`config.mk`:
```
export PLATFORM = sky130hd
export DESIGN_NAME = sensor_conditioner
export DESIGN_NICKNAME = d
export VERILOG_FILES = /design/src/rtl/sensor_conditioner_pkg.sv /design/src/rtl/sensor_conditioner_lane_qualifier.sv /design/src/rtl/sensor_conditioner.sv
export SDC_FILE = /design/constraint.sdc
export NUM_CORES = 1
export LEC_CHECK = 0
export ABC_AREA = 1
export CAP_MARGIN = 20
export CORE_MARGIN = 3
export CORE_UTILIZATION = 45
export CTS_CLUSTER_SIZE = 24
export DETAILED_ROUTE_END_ITERATION = 8
export GPL_ROUTABILITY_DRIVEN = 0
export GPL_TIMING_DRIVEN = 0
export PLACE_DENSITY = 0.72
export SKIP_LAST_GASP = 1
export SLEW_MARGIN = 10
export SYNTH_ARGS = -nofsm -noshare
export SYNTH_HDL_FRONTEND = slang
export SYNTH_SLANG_ARGS = --single-unit
```
`constraint.sdc`:
```
create_clock -name clk -period 3.3 [get_ports clk]
set_input_delay 0.66 -clock clk [delete_from_list [all_inputs] [get_ports clk]]
set_output_delay 0.66 -clock clk [all_outputs]
set_load 0.02 [all_outputs]
```
`src/rtl/sensor_conditioner_pkg.sv`:
```
// Shared definitions for the loop-detector conditioning slice:
// lane state enumeration, lamp bit positions and parameter defaults.
package sensor_conditioner_pkg;

    typedef enum logic [1:0] {
        IDLE   = 2'd0,
        QUAL   = 2'd1,
        DEMAND = 2'd2,
        STUCK  = 2'd3
    } lane_state_t;

    // Bit positions within the 3-bit lamp state from the signal controller
    localparam int unsigned GREEN  = 0;
    localparam int unsigned YELLOW = 1;
    localparam int unsigned RED    = 2;

    localparam int unsigned DEB_DEFAULT       = 4;
    localparam int unsigned STUCK_LIM_DEFAULT = 1000;

endpackage

```
`src/rtl/sensor_conditioner_lane_qualifier.sv`:
```
// One detector lane: 2-flop synchronizer, debounce/latch FSM with a
// stuck-high watchdog, and registered demand/fault outputs.
module lane_qualifier
    import sensor_conditioner_pkg::*;
#(
    parameter int unsigned DEB       = DEB_DEFAULT,
    parameter int unsigned STUCK_LIM = STUCK_LIM_DEFAULT
) (
    input  logic clk,
    input  logic reset,
    input  logic raw,
    input  logic g,
    output logic demand,
    output logic fault
);

    localparam int unsigned CW = (DEB > 1) ? $clog2(DEB + 1) : 1;
    localparam int unsigned RW = $clog2(STUCK_LIM + 1);
    localparam logic [CW-1:0] QLAST = CW'(DEB - 1);
    localparam logic [RW-1:0] RLIM  = RW'(STUCK_LIM);

    logic          sync1;
    logic          s;
    logic [RW-1:0] run_cnt;
    logic [RW-1:0] run_cnt_d;
    logic [CW-1:0] qcnt;
    logic [CW-1:0] qcnt_d;
    lane_state_t   state;
    lane_state_t   state_d;
    logic          demand_d;
    logic          fault_d;

    // Two-flop synchronizer for the asynchronous loop detector input
    always_ff @(posedge clk or posedge reset) begin
        if (reset) begin
            sync1 <= 1'b0;
            s     <= 1'b0;
        end else begin
            sync1 <= raw;
            s     <= sync1;
        end
    end

    // Saturating count of consecutive high samples, cleared by any low sample
    always_comb begin
        run_cnt_d = '0;
        if (s) begin
            run_cnt_d = (run_cnt == RLIM) ? run_cnt : run_cnt + 1'b1;
        end
    end

    // State, counters and registered outputs
    always_ff @(posedge clk or posedge reset) begin
        if (reset) begin
            state   <= IDLE;
            qcnt    <= '0;
            run_cnt <= '0;
            demand  <= 1'b0;
            fault   <= 1'b0;
        end else begin
            state   <= state_d;
            qcnt    <= qcnt_d;
            run_cnt <= run_cnt_d;
            demand  <= demand_d;
            fault   <= fault_d;
        end
    end

    // Next-state logic; the stuck check uses the updated run count so the
    // lane enters STUCK on the edge where the run reaches STUCK_LIM
    always_comb begin
        state_d = state;
        qcnt_d  = qcnt;
        unique case (state)
            IDLE: begin
                qcnt_d = '0;
                if (s) begin
                    if (DEB == 1) begin
                        state_d = DEMAND;
                    end else begin
                        state_d = QUAL;
                        qcnt_d  = CW'(1);
                    end
                end
            end
            QUAL: begin
                if (!s) begin
                    state_d = IDLE;
                    qcnt_d  = '0;
                end else if (run_cnt_d == RLIM) begin
                    state_d = STUCK;
                    qcnt_d  = '0;
                end else if (qcnt == QLAST) begin
                    state_d = DEMAND;
                    qcnt_d  = '0;
                end else begin
                    qcnt_d = qcnt + 1'b1;
                end
            end
            DEMAND: begin
                qcnt_d = '0;
                if (s && run_cnt_d == RLIM) begin
                    state_d = STUCK;
                end else if (g && !s) begin
                    state_d = IDLE;
                end
            end
            STUCK: begin
                // qcnt now counts consecutive low samples toward release
                if (s) begin
                    qcnt_d = '0;
                end else if (qcnt == QLAST) begin
                    state_d = IDLE;
                    qcnt_d  = '0;
                end else begin
                    qcnt_d = qcnt + 1'b1;
                end
            end
            default: begin
                state_d = IDLE;
                qcnt_d  = '0;
            end
        endcase
    end

    // Outputs decoded from the next state so they register alongside it
    always_comb begin
        demand_d = (state_d == DEMAND) || (state_d == STUCK);
        fault_d  = (state_d == STUCK);
    end

endmodule

```
`src/rtl/sensor_conditioner.sv`:
```
// Conditions two asynchronous vehicle loop detectors into qualified,
// latched demand requests for the signal controller.
module sensor_conditioner
    import sensor_conditioner_pkg::*;
#(
    parameter int unsigned DEB       = DEB_DEFAULT,
    parameter int unsigned STUCK_LIM = STUCK_LIM_DEFAULT
) (
    input  logic       clk,
    input  logic       reset,
    input  logic       raw_a,
    input  logic       raw_b,
    input  logic [2:0] A,
    input  logic [2:0] B,
    output logic       sa,
    output logic       sb,
    output logic       fault_a,
    output logic       fault_b
);

    // Yellow and red lamp bits carry no meaning for demand qualification
    logic unused_lamp;
    assign unused_lamp = ^{A[YELLOW], A[RED], B[YELLOW], B[RED]};

    lane_qualifier #(
        .DEB       (DEB),
        .STUCK_LIM (STUCK_LIM)
    ) u_lane_a (
        .clk    (clk),
        .reset  (reset),
        .raw    (raw_a),
        .g      (A[GREEN]),
        .demand (sa),
        .fault  (fault_a)
    );

    lane_qualifier #(
        .DEB       (DEB),
        .STUCK_LIM (STUCK_LIM)
    ) u_lane_b (
        .clk    (clk),
        .reset  (reset),
        .raw    (raw_b),
        .g      (B[GREEN]),
        .demand (sb),
        .fault  (fault_b)
    );

endmodule

```
=== Word-level counts from Yosys, hierarchy flattened ===
Index checks and enable logic that the tools add are counted.
W data, S select, Z words.

* Add/subtract/negate cells: 4
* $mul: 0
* Divide/modulo/power cells: 0
* Magnitude comparators: 0
* Eq/ne operators: 16
* Shift operators: 0
* Multiplexer cells: 34
* Bitwise gates (word level): 0
* Reductions and logical operators: 10

{| class="wikitable"
|+ Operators by type and width
! operator !! number
|-
| $eq A10 B10 Y1 const B || 4
|-
| $mux W10 || 4
|-
| $mux W2 || 16
|-
| $mux W3 || 8
|-
| $pmux W3 S4 || 2
|-
| $add A10 B1 Y10 const B || 2
|-
| $eq A2 B2 Y1 const B || 8
|-
| $pmux W2 S4 || 2
|-
| $add A3 B1 Y3 const B || 2
|-
| $eq A3 B2 Y1 const B || 2
|-
| $eq A2 B1 Y1 const B || 2
|-
| $logic_and A1 B1 Y1 || 4
|-
| $logic_not A2 Y1 || 2
|-
| $logic_not A1 Y1 || 2
|-
| $logic_or A1 B1 Y1 || 2
|-
| $mux W1 || 2
|}

* Register bits after elaboration: 38
* Bits in latches: 0
* Bits in writable memories: 0
* Bits in read-only memories: 0
* Input bits: 10
* Output and inout bits: 4
* Logic and storage cells: 78
* Memories: 0

=== Longest topological paths before layout ===
Gate-level depths: netlist of the first run.

* Depth in word-level cells: 9
* Depth in mapped cells: 15
* Depth with buffers taken out: 15

=== Modules after synthesis ===
From an unflattened synthesis of the first run, not the netlist that was laid out.

* Cells, all modules: 316
* Area total of the unflattened synthesis: 2237.1 um2

{| class="wikitable"
|+ By module, submodules not included
! module !! instances !! cells each !! area each (um2) !! seq. area each (um2)
|-
| lane_qualifier || 2 || 158 || 1118.6 || 450.4
|}

=== Worst setup path before layout of the first run ===
Ideal clock, no wire load.

* Path type: register to register
* Start point: register u_lane_a.run_cnt[0]
* End point: register u_lane_a.qcnt[1]
* Library setup time: 0.118 ns
* Data arrival time: 1.553 ns
* Slack: 1.629 ns
* Cell stages (with the launch flop): 14
* Buffers on the path: 0
* Period minus slack after synthesis: 1.671 ns
* Cell sequence: dfrtp_1 > inv_1 > ha_1 > nand3_1 > nor2_1 > nand3_1 > nand3_1 > nand2_1 > nor2_2 > nand3_2 > nand2_1 > inv_1 > a21oi_2 > nor2_1

* Longest elaborated chain between the ends: 7
* Elaborated cells between the ends (all ways): 8
* Those cells by class: 1 x add/sub; 2 x eq/ne; 5 x mux

{| class="wikitable"
|+ RTL lines
! element !! line !! RTL
|-
| start: declaration || sensor_conditioner_lane_qualifier.sv:24 || <nowiki>logic [RW-1:0] run_cnt;</nowiki>
|-
| start signal: assignment || sensor_conditioner_lane_qualifier.sv:63 || <nowiki>run_cnt <= run_cnt_d;</nowiki>
|-
| $add A10 B1 Y10 / $eq A10 B10 Y1 (equally long branches) || sensor_conditioner_lane_qualifier.sv:48 || <nowiki>run_cnt_d = (run_cnt == RLIM) ? run_cnt : run_cnt + 1'b1;</nowiki>
|-
| $mux W10 (*) || sensor_conditioner_lane_qualifier.sv:48 ||
|-
| $mux W10 (*) || sensor_conditioner_lane_qualifier.sv:47 || <nowiki>if (s) begin</nowiki>
|-
| $eq A10 B10 Y1 (*) || sensor_conditioner_lane_qualifier.sv:90 || <nowiki>end else if (run_cnt_d == RLIM) begin</nowiki>
|-
| $mux W3 (*) || sensor_conditioner_lane_qualifier.sv:90 ||
|-
| $mux W3 (*) || sensor_conditioner_lane_qualifier.sv:87 || <nowiki>if (!s) begin</nowiki>
|-
| $pmux W3 S4 (*) || sensor_conditioner_lane_qualifier.sv:74 || <nowiki>unique case (state)</nowiki>
|-
| named net u_lane_a.qcnt_d[1] || sensor_conditioner_lane_qualifier.sv:27 || <nowiki>logic [CW-1:0] qcnt_d;</nowiki>
|-
| end signal: assignment || sensor_conditioner_lane_qualifier.sv:62 || <nowiki>qcnt <= qcnt_d;</nowiki>
|-
| end: declaration || sensor_conditioner_lane_qualifier.sv:26 || <nowiki>logic [CW-1:0] qcnt;</nowiki>
|}

The timed path passes the listed nets; every way through them passes the cells marked *.

=== Final worst setup path of the first run ===
Ends and elaborated chain as after synthesis.

==> results of run 1 <==
[flip-flops by register name (all words and copies together), names as in the netlist]
name,flops
u_lane_a.run_cnt,10
u_lane_a.qcnt,3
u_lane_b.fault,1
u_lane_a.demand,1
u_lane_b.state,2
u_lane_b.demand,1
u_lane_b.qcnt,3
u_lane_a.fault,1
u_lane_a.sync1,1
u_lane_b.s,1
u_lane_a.state,2
u_lane_a.s,1
u_lane_b.sync1,1
u_lane_b.run_cnt,10
[cell families (layout without fill, tap and decap cells)]
| kind of cell | after synthesis | in the layout | share of synthesized area |
|---|---|---|---|
| AO/OA/AOI/OAI | 5 | 5 | 0.0144 |
| buffers and inverters | 55 | 71 | 0.0963 |
| flip-flops | 38 | 38 | 0.438 |
| XOR/XNOR | 5 | 5 | 0.0202 |
| adder cells (fa/ha/maj) | 6 | 6 | 0.0346 |
| AND/OR/NAND/NOR | 169 | 169 | 0.397 |
[cells in the final DEF, fill, tap and decap left out, types with 5 or more instances in the layout]
| cell | Yosys | routed |
|---|---|---|
| nand2_1 | 77 | 77 |
| inv_1 | 53 | 52 |
| dfrtp_1 | 38 | 38 |
| nand3_1 | 25 | 25 |
| nor2_1 | 19 | 19 |
| nor2_2 | 15 | 15 |
| nand3_2 | 11 | 11 |
| clkdlybuf4s50_1 | 0 | 9 |
| nor2_4 | 6 | 6 |
| ha_1 | 6 | 6 |
| clkbuf_8 | 0 | 6 |
| xor2_1 | 5 | 5 |
| nand2_2 | 5 | 5 |
[critical path, delay by kind of cell (launching register included)]
kind	cells	cell delay, ns
fa+ha+maj	1	0.20
simple gates	9	0.88
compound gates	1	0.12
buf+inv	2	0.17
flops	1	0.42
[layer usage]
layer,part of all wire,GRT usage,routed length [µm]
met5,0,0,0
met1,0.48,0.185,1780
met2,0.48,0.242,1790
met4,0.0073,0.0524,27
met3,0.026,0.0435,97
[layout make-up]
class	instances	area (µm²)	share of cell area
Timing Repair Buffer	9	90.1	0.0369
Inverter	53	199	0.0816
Buffer	2	10.0	0.00410
Clock buffer	6	82.6	0.0339
Tap cell	52	65.1	0.0267
Sequential cell	38	951	0.390
Clock inverter	1	30.0	0.0123
Multi-Input combinational cell	185	1010	0.415
[synth_stat cells, types with 2 or more instances]
cell	n	area [µm²]
nand3b_1	3	22.5
nor2_4	6	67.6
nand3_2	11	110
ha_1	6	75.1
nor3_1	3	15.0
nand2_1	77	289
nor2_2	15	93.8
nand2_2	5	31.3
nand4_1	3	18.8
buf_2	2	10.0
inv_1	53	199
nand3_1	25	125
nor2_1	19	71.3
xor2_1	5	43.8
o21ai_0	2	10.0
dfrtp_1	38	951
[per-stage QoR]
| stage | setup slack [ns] | cell area, µm² | power (mW) | hold slack [ns] |
|---|---|---|---|---|
| 6_report | 1.40 | 2440 | 1.22 | 0.349 |
| 5_1_grt | 1.23 | 2440 | 1.31 | 0.364 |
| 4_1_cts | 1.39 | 2440 | 1.24 | 0.356 |
| 3_5_place_dp | 1.40 | 2330 | 0.835 | 0.341 |
| 3_3_place_gp | 0.932 | 2330 | 0.829 | 0.339 |
| 2_1_floorplan | 1.63 | 2170 | 0.760 | 0.331 |
[worst min path at each step]
stage                               from          to  slack (ns)  cells after the start
after detailed placement  u_lane_a.sync1  u_lane_a.s        0.34                      0
after CTS                 u_lane_a.sync1  u_lane_a.s        0.36                      0
after global routing      u_lane_a.sync1  u_lane_a.s        0.36                      0
final                     u_lane_a.sync1  u_lane_a.s        0.35                      0
after global placement    u_lane_a.sync1  u_lane_a.s        0.34                      0
after floorplan           u_lane_a.sync1  u_lane_a.s        0.33                      0
[report_power, final]
group          leakage, nW  switching (mW)  internal (mW)  total [mW]
Combinational        0.713           0.156          0.105       0.261
Clock               0.0573           0.157          0.242       0.398
Sequential           0.507          0.0372          0.526       0.563
Total                 1.28           0.350          0.872        1.22
==> metrics.md, run 1 <==
| Metric | Value |
|---|---|
| Status | `completed` |
| FF+latch count, synth | `38` |
| Dominant synthesized flop cell | `dfrtp_1` |
| Placed instance count | `approximately 340` |
| CP Launch Point | `u_lane_a.run_cnt[0]` |
| Initial antenna violation count | `0` |
| DIE AREA | `0.00569 mm²` |
| Via count | `approximately 1700` |
| Routed Antenna Nets | `0` |
| Routed WL per cell | `~11 µm` |
| Vias per inst | `just under 5` |
| Utilization after layout | `0.541` |
| Setup TNS Final | `0 ns` |
| Worst-path fanout max | `4` |
| DR pass1 iterations | `5` |
| Initial Util | `0.482` |
| Min Tclk post-route | `between 1.5 and 2 ns` |
| Pleak | `approximately 1.3 nW` |
| Crit path launch type | `flop` |
| CP arrival | `between 2 and 2.5 ns` |
| Critical path's slowest cell | `dfrtp_1` |
| Core Region | `0.00450 mm²` |
| Reg clk slew, reported paths | `around 0.070 ns` |
| MaxCap Viol Count | `0` |
| Number of CTS-inserted buffers | `5` |
| Max VDD drop | `around 360 µV` |
| Slew Limit Fails | `0` |
| GRT Resource Usage Total | `0.147` |
| Hpwl dp | `between 2000 and 3000 µm` |
| N_diodes | `0` |
| First-pass GRT wire length | `6310 µm` |
| Drt drc | `0` |
| Tcrit/Tclk final | `0.577` |
| Rel. slew slack | `0.485` |
| Fill cells | `slightly above 400` |
| Total grt overflow | `0` |
| CTS Sinks | `38` |
| Cell area after synthesis | `about 0.0022 mm²` |
| Crit path top cell by count | `nand3_1` |
| Max incr delay on CP | `approximately 0.42 ns` |
| CP endpoint kind | `flop` |
| Clk_skew | `0.00606 ns` |
| Syn_nets | `just under 300` |
| Fraction of layout cells with a size suffix above 1 | `0.167` |
| Site row count | `24` |
| Setup crit end | `u_lane_a.qcnt[1]` |
| Hold_buf cts | `0` |
| Layout Nets | `310` |
| Hold Fails Final Rpt | `0` |
| 1st-iter DRT viols | `slightly below 90` |
| Area growth, synth to finish | `12.3%` |
| IO Port Bufs | `9` |
| Mapped Avg Cell Area | `7.81 µm²` |
| Final setup violation count | `0` |
| Least-Margin Pin Slew | `between 0.7 and 0.8 ns` |
| Min-delay worst type | `reg2reg` |
| Register area share after synthesis | `0.438` |
| Ys Warns | `0` |
| Worst EP required | `3.48 ns` |
| Max Clk Rate | `about 0.53 GHz` |
| Largest net degree at the start of global routing | `39` |
| Postcts setup bufs | `0` |
| R2R depth | `13` |
| Resize count post-CTS | `0` |
| Crit Reg-Reg Startpoint | `u_lane_a.run_cnt[0]` |
| EDFF count, synth | `0` |
| Asr flop ratio synth | `1.00` |
| PD cells | `501 mW/mm²` |
| Longest Clk Path Bufs | `2` |
| Die width | `between 70 and 80 µm` |
| R2r endpoint | `u_lane_a.qcnt[1]` |
| Reg2reg setup slack | `approximately 1.4 ns` |
| Die Span Y | `75.5 µm` |
| Unrepaired setup endpoints after global routing | `false` |
| CTS tree | `yes` |
| Non-Filler Instances | `~350` |
| CTS H-Tree Depth | `2` |
| Synthesized instance count | `roughly 280` |
| Clock root cell | `clkbuf_8` |
| Via count of the first global-routing pass | `1502` |
| Wirelength, routed | `around 3700 µm` |
| IO Pins | `14` |
| Crit-path cells | `inv_1 > ha_1 > nand3_1 > nor2_1 > nand3_1 > nand3_1 > nand2_1 > nor2_2 > nand3_2 > nand2_1 > inv_1 > a21oi_2 > nor2_1` |
| Worst-skew pair later-pin latency | `between 0.2 and 0.3 ns` |
| CP Class | `reg2reg` |
| Unique masters post-synth | `21` |
Note: power is estimated with default switching activity, not from simulation.
==> inputs of run 2 (changes only) <==
Settings changed: PLACE_DENSITY 0.72 to 0.75.
Clock period 3.3 ns to 1.6 ns, I/O delays scaled along.
==> run 2 against run 1 <==
Net effect: the run now ends with setup timing left; clock power rose by 74%; critical path depth did not move; register-to-register slack got worse by 1.6 ns; via count rose by 5.8%; design area rose by 13%; wire length rose by 21%; sequential cell count did not move; utilization rose by 7.1 points; combinational power rose to 2.5 times the previous value; critical path type unchanged.
==> metrics.md, run 2 (synthesized netlist as in run 1, its figures left out) <==
| Metric | Value |
|---|---|
| Fill cells | `371 (was 413)` |
| Fraction of layout cells with a size suffix above 1 | `0.327 (was 0.167)` |
| Reg clk slew, reported paths | `0.08 ns (was 0.07 ns)` |
| PD cells | `914 mW/mm² (was 501 mW/mm²)` |
| IO Port Bufs | `9 (unchanged)` |
| DIE AREA | `0.00569 mm² (unchanged)` |
| Least-Margin Pin Slew | `0.776 ns (was 0.771 ns)` |
| Rel. slew slack | `0.482 (was 0.485)` |
| Number of CTS-inserted buffers | `5 (unchanged)` |
| Hpwl dp | `2950 µm (was 2760 µm)` |
| Area growth, synth to finish | `27.1% (was 12.3%)` |
| Status | `complete, but fails checks (was completed)` |
| MaxCap Viol Count | `0 (unchanged)` |
| IO Pins | `14 (unchanged)` |
| Clock root cell | `clkbuf_8 (unchanged)` |
| PnR worst setup slack | `-0.190 ns (was 1.40 ns)` |
| Max Clk Rate | `0.559 GHz (was 0.525 GHz)` |
| Core Region | `0.00450 mm² (unchanged)` |
| Design Power | `2.52 mW (was 1.22 mW)` |
| DR pass1 iterations | `4 (was 5)` |
| Top flop regs | `u_lane_a.run_cnt x10, u_lane_b.run_cnt x10 (unchanged)` |
| Worst-path fanout max | `4 (unchanged)` |
| CTS H-Tree Depth | `2 (unchanged)` |
| CTS tree | `yes (unchanged)` |
| Failing checks | `setup timing` |
| Crit-path cells | `inv_2 > ha_4 > inv_1 > nor2_1 > nand3b_1 > nand3_1 > nand2_2 > nor2_4 > nand3_2 > nand2_2 > inv_2 > a21oi_2 > nor2_1 (was inv_1 > ha_1 > nand3_1 > nor2_1 > nand3_1 > nand3_1 > nand2_1 > nor2_2 > nand3_2 > nand2_1 > inv_1 > a21oi_2 > nor2_1)` |
| Placed Area | `0.00237 mm² (was 0.00233 mm²)` |
| Critical path's slowest cell | `dfrtp_1 (unchanged)` |
| Vias per inst | `4.87 (was 4.80)` |
| Via count of the first global-routing pass | `1745 (was 1502)` |
| Routed Antenna Nets | `0 (unchanged)` |
| Pleak | `1.40 nW (was 1.28 nW)` |
| Pre-CTS setup slack | `-0.226 ns (was 1.40 ns)` |
| CP endpoint kind | `flop (unchanged)` |
| Clk_skew | `0.00581 ns (was 0.00606 ns)` |
| Max incr delay on CP | `0.45 ns (was 0.42 ns)` |
| Drt drc | `0 (unchanged)` |
| Min-delay worst type | `reg2reg (unchanged)` |
| Unrepaired setup endpoints after global routing | `true (was false)` |
| Via count | `1759 (was 1662)` |
| Commonest cells after routing, fill and taps aside | `66 x nand2_1, 46 x inv_1, 36 x dfrtp_1, 18 x nand3_2 (was 77 x nand2_1, 52 x inv_1, 38 x dfrtp_1, 25 x nand3_1, 19 x nor2_1)` |
| Longest Clk Path Bufs | `2 (unchanged)` |
| Max VDD drop | `747 µV (was 361 µV)` |
| First-pass GRT wire length | `7290 µm (was 6310 µm)` |
| CP arrival | `1.98 ns (was 2.08 ns)` |
| Tcrit/Tclk final | `1.12 (was 0.577)` |
| N_diodes | `0 (unchanged)` |
| Initial Util | `0.482 (unchanged)` |
| Site row count | `24 (unchanged)` |
| Largest net degree at the start of global routing | `39 (unchanged)` |
| Post-route cell area | `0.00276 mm² (was 0.00244 mm²)` |
| Most common cell after layout, fill and taps aside | `nand2_1 (unchanged)` |
| Die Span Y | `75.5 µm (unchanged)` |
| Routed WL per cell | `12.4 µm (was 10.7 µm)` |
| GRT Resource Usage Total | `0.171 (was 0.147)` |
| Layout Nets | `324 (was 310)` |
| Crit path launch type | `flop (unchanged)` |
| Worst-skew pair later-pin latency | `0.30 ns (was 0.28 ns)` |
| WHS | `0.350 ns (was 0.349 ns)` |
| Worst EP required | `1.79 ns (was 3.48 ns)` |
| Initial antenna violation count | `0 (unchanged)` |
| Min Tclk post-route | `1.79 ns (was 1.90 ns)` |
| Slew Limit Fails | `0 (unchanged)` |
| Hold_buf cts | `0 (unchanged)` |
| Wirelength, routed | `4470 µm (was 3700 µm)` |
| CP Class | `reg2reg (unchanged)` |
| Die width | `75.5 µm (unchanged)` |
| Final setup violation count | `14 (was 0)` |
| Total grt overflow | `0 (unchanged)` |
| CTS Sinks | `38 (unchanged)` |
| Hold Fails Final Rpt | `0 (unchanged)` |
| 1st-iter DRT viols | `62 (was 88)` |
[run 2: changes by cell type in the layout (fill, tap and decap cells not counted), sizes merged]
cell | previous run | this run
clkdlybuf4s50 | 9 | 8
clkinv | 0 | 1
bufinv | 1 | 0
clkbuf | 6 | 7
dlymetal6s2s | 0 | 1
buf | 2 | 16
[run 2: final timing paths]
path / from / to / slack [ns] / cells past startpoint
max in group asynchronous: reset / u_lane_a.run_cnt[1] / 0.57 / 2
worst max register to register: u_lane_a.run_cnt[0] / u_lane_a.qcnt[1] / -0.19 / 13
worst min register to register: u_lane_a.sync1 / u_lane_a.s / 0.35 / 0
worst max-delay path: u_lane_a.run_cnt[0] / u_lane_a.qcnt[1] / -0.19 / 13
min in group asynchronous: reset / u_lane_a.run_cnt[7] / 0.48 / 2
worst min-delay path: u_lane_a.sync1 / u_lane_a.s / 0.35 / 0
[run 2: stage by stage]
step	util	instances	setup TNS [ns]
2_1_floorplan	-	278	-0.0140
3_3_place_gp	0.525	339	-16.74
3_5_place_dp	0.525	339	-2.02
4_1_cts	0.587	361	-1.63
5_1_grt	0.613	361	-3.50
6_report	0.613	361	-1.67
[run 2: report_power, final]
group          internal [mW]  switching, mW
logic                  0.283          0.376
registers               1.09         0.0857
clock network          0.348          0.344
total                   1.72          0.806
[run 2: critical path, delay by kind of cell, from the launching register on]
family                     cells  cell delay, ns
adders and majority gates      1            0.14
buffers and inverters          3            0.19
and+or+nand+nor                8            0.79
AOI/OAI and AO/OA              1            0.12
DFF                            1            0.45
[run 2: cell type report]
class	instances	area (µm²)	share of cell area
Multi-Input combinational cell	185	1230	0.446
Sequential cell	38	953	0.346
Timing Repair Buffer	23	209	0.0757
Inverter	53	199	0.0721
Clock buffer	7	86.3	0.0313
Tap cell	52	65.1	0.0236
Buffer	2	10.0	0.00363
Clock inverter	1	5.00	0.00181
[run 2: layer usage]
layer	global-route usage	share of wire	vias to the layer above
met4	0.0621	0.023	0
met5	0	0	-
li1	-	-	906
met3	0.0528	0.029	11
met1	0.186	0.43	822
met2	0.311	0.52	20
[run 2: timing repair]
action,CTS,global route
setup buffers,14,5
pin swaps,18,18
gates resized for setup,21,28
endpoints found under the setup margin,14,16
==> inputs of run 3 (changes only) <==
Settings changed: ABC_CLOCK_PERIOD_IN_PS set to 1600.
==> results of run 3 <==
Same layout as run 2: the final DEF is identical, and so are final timing and power.
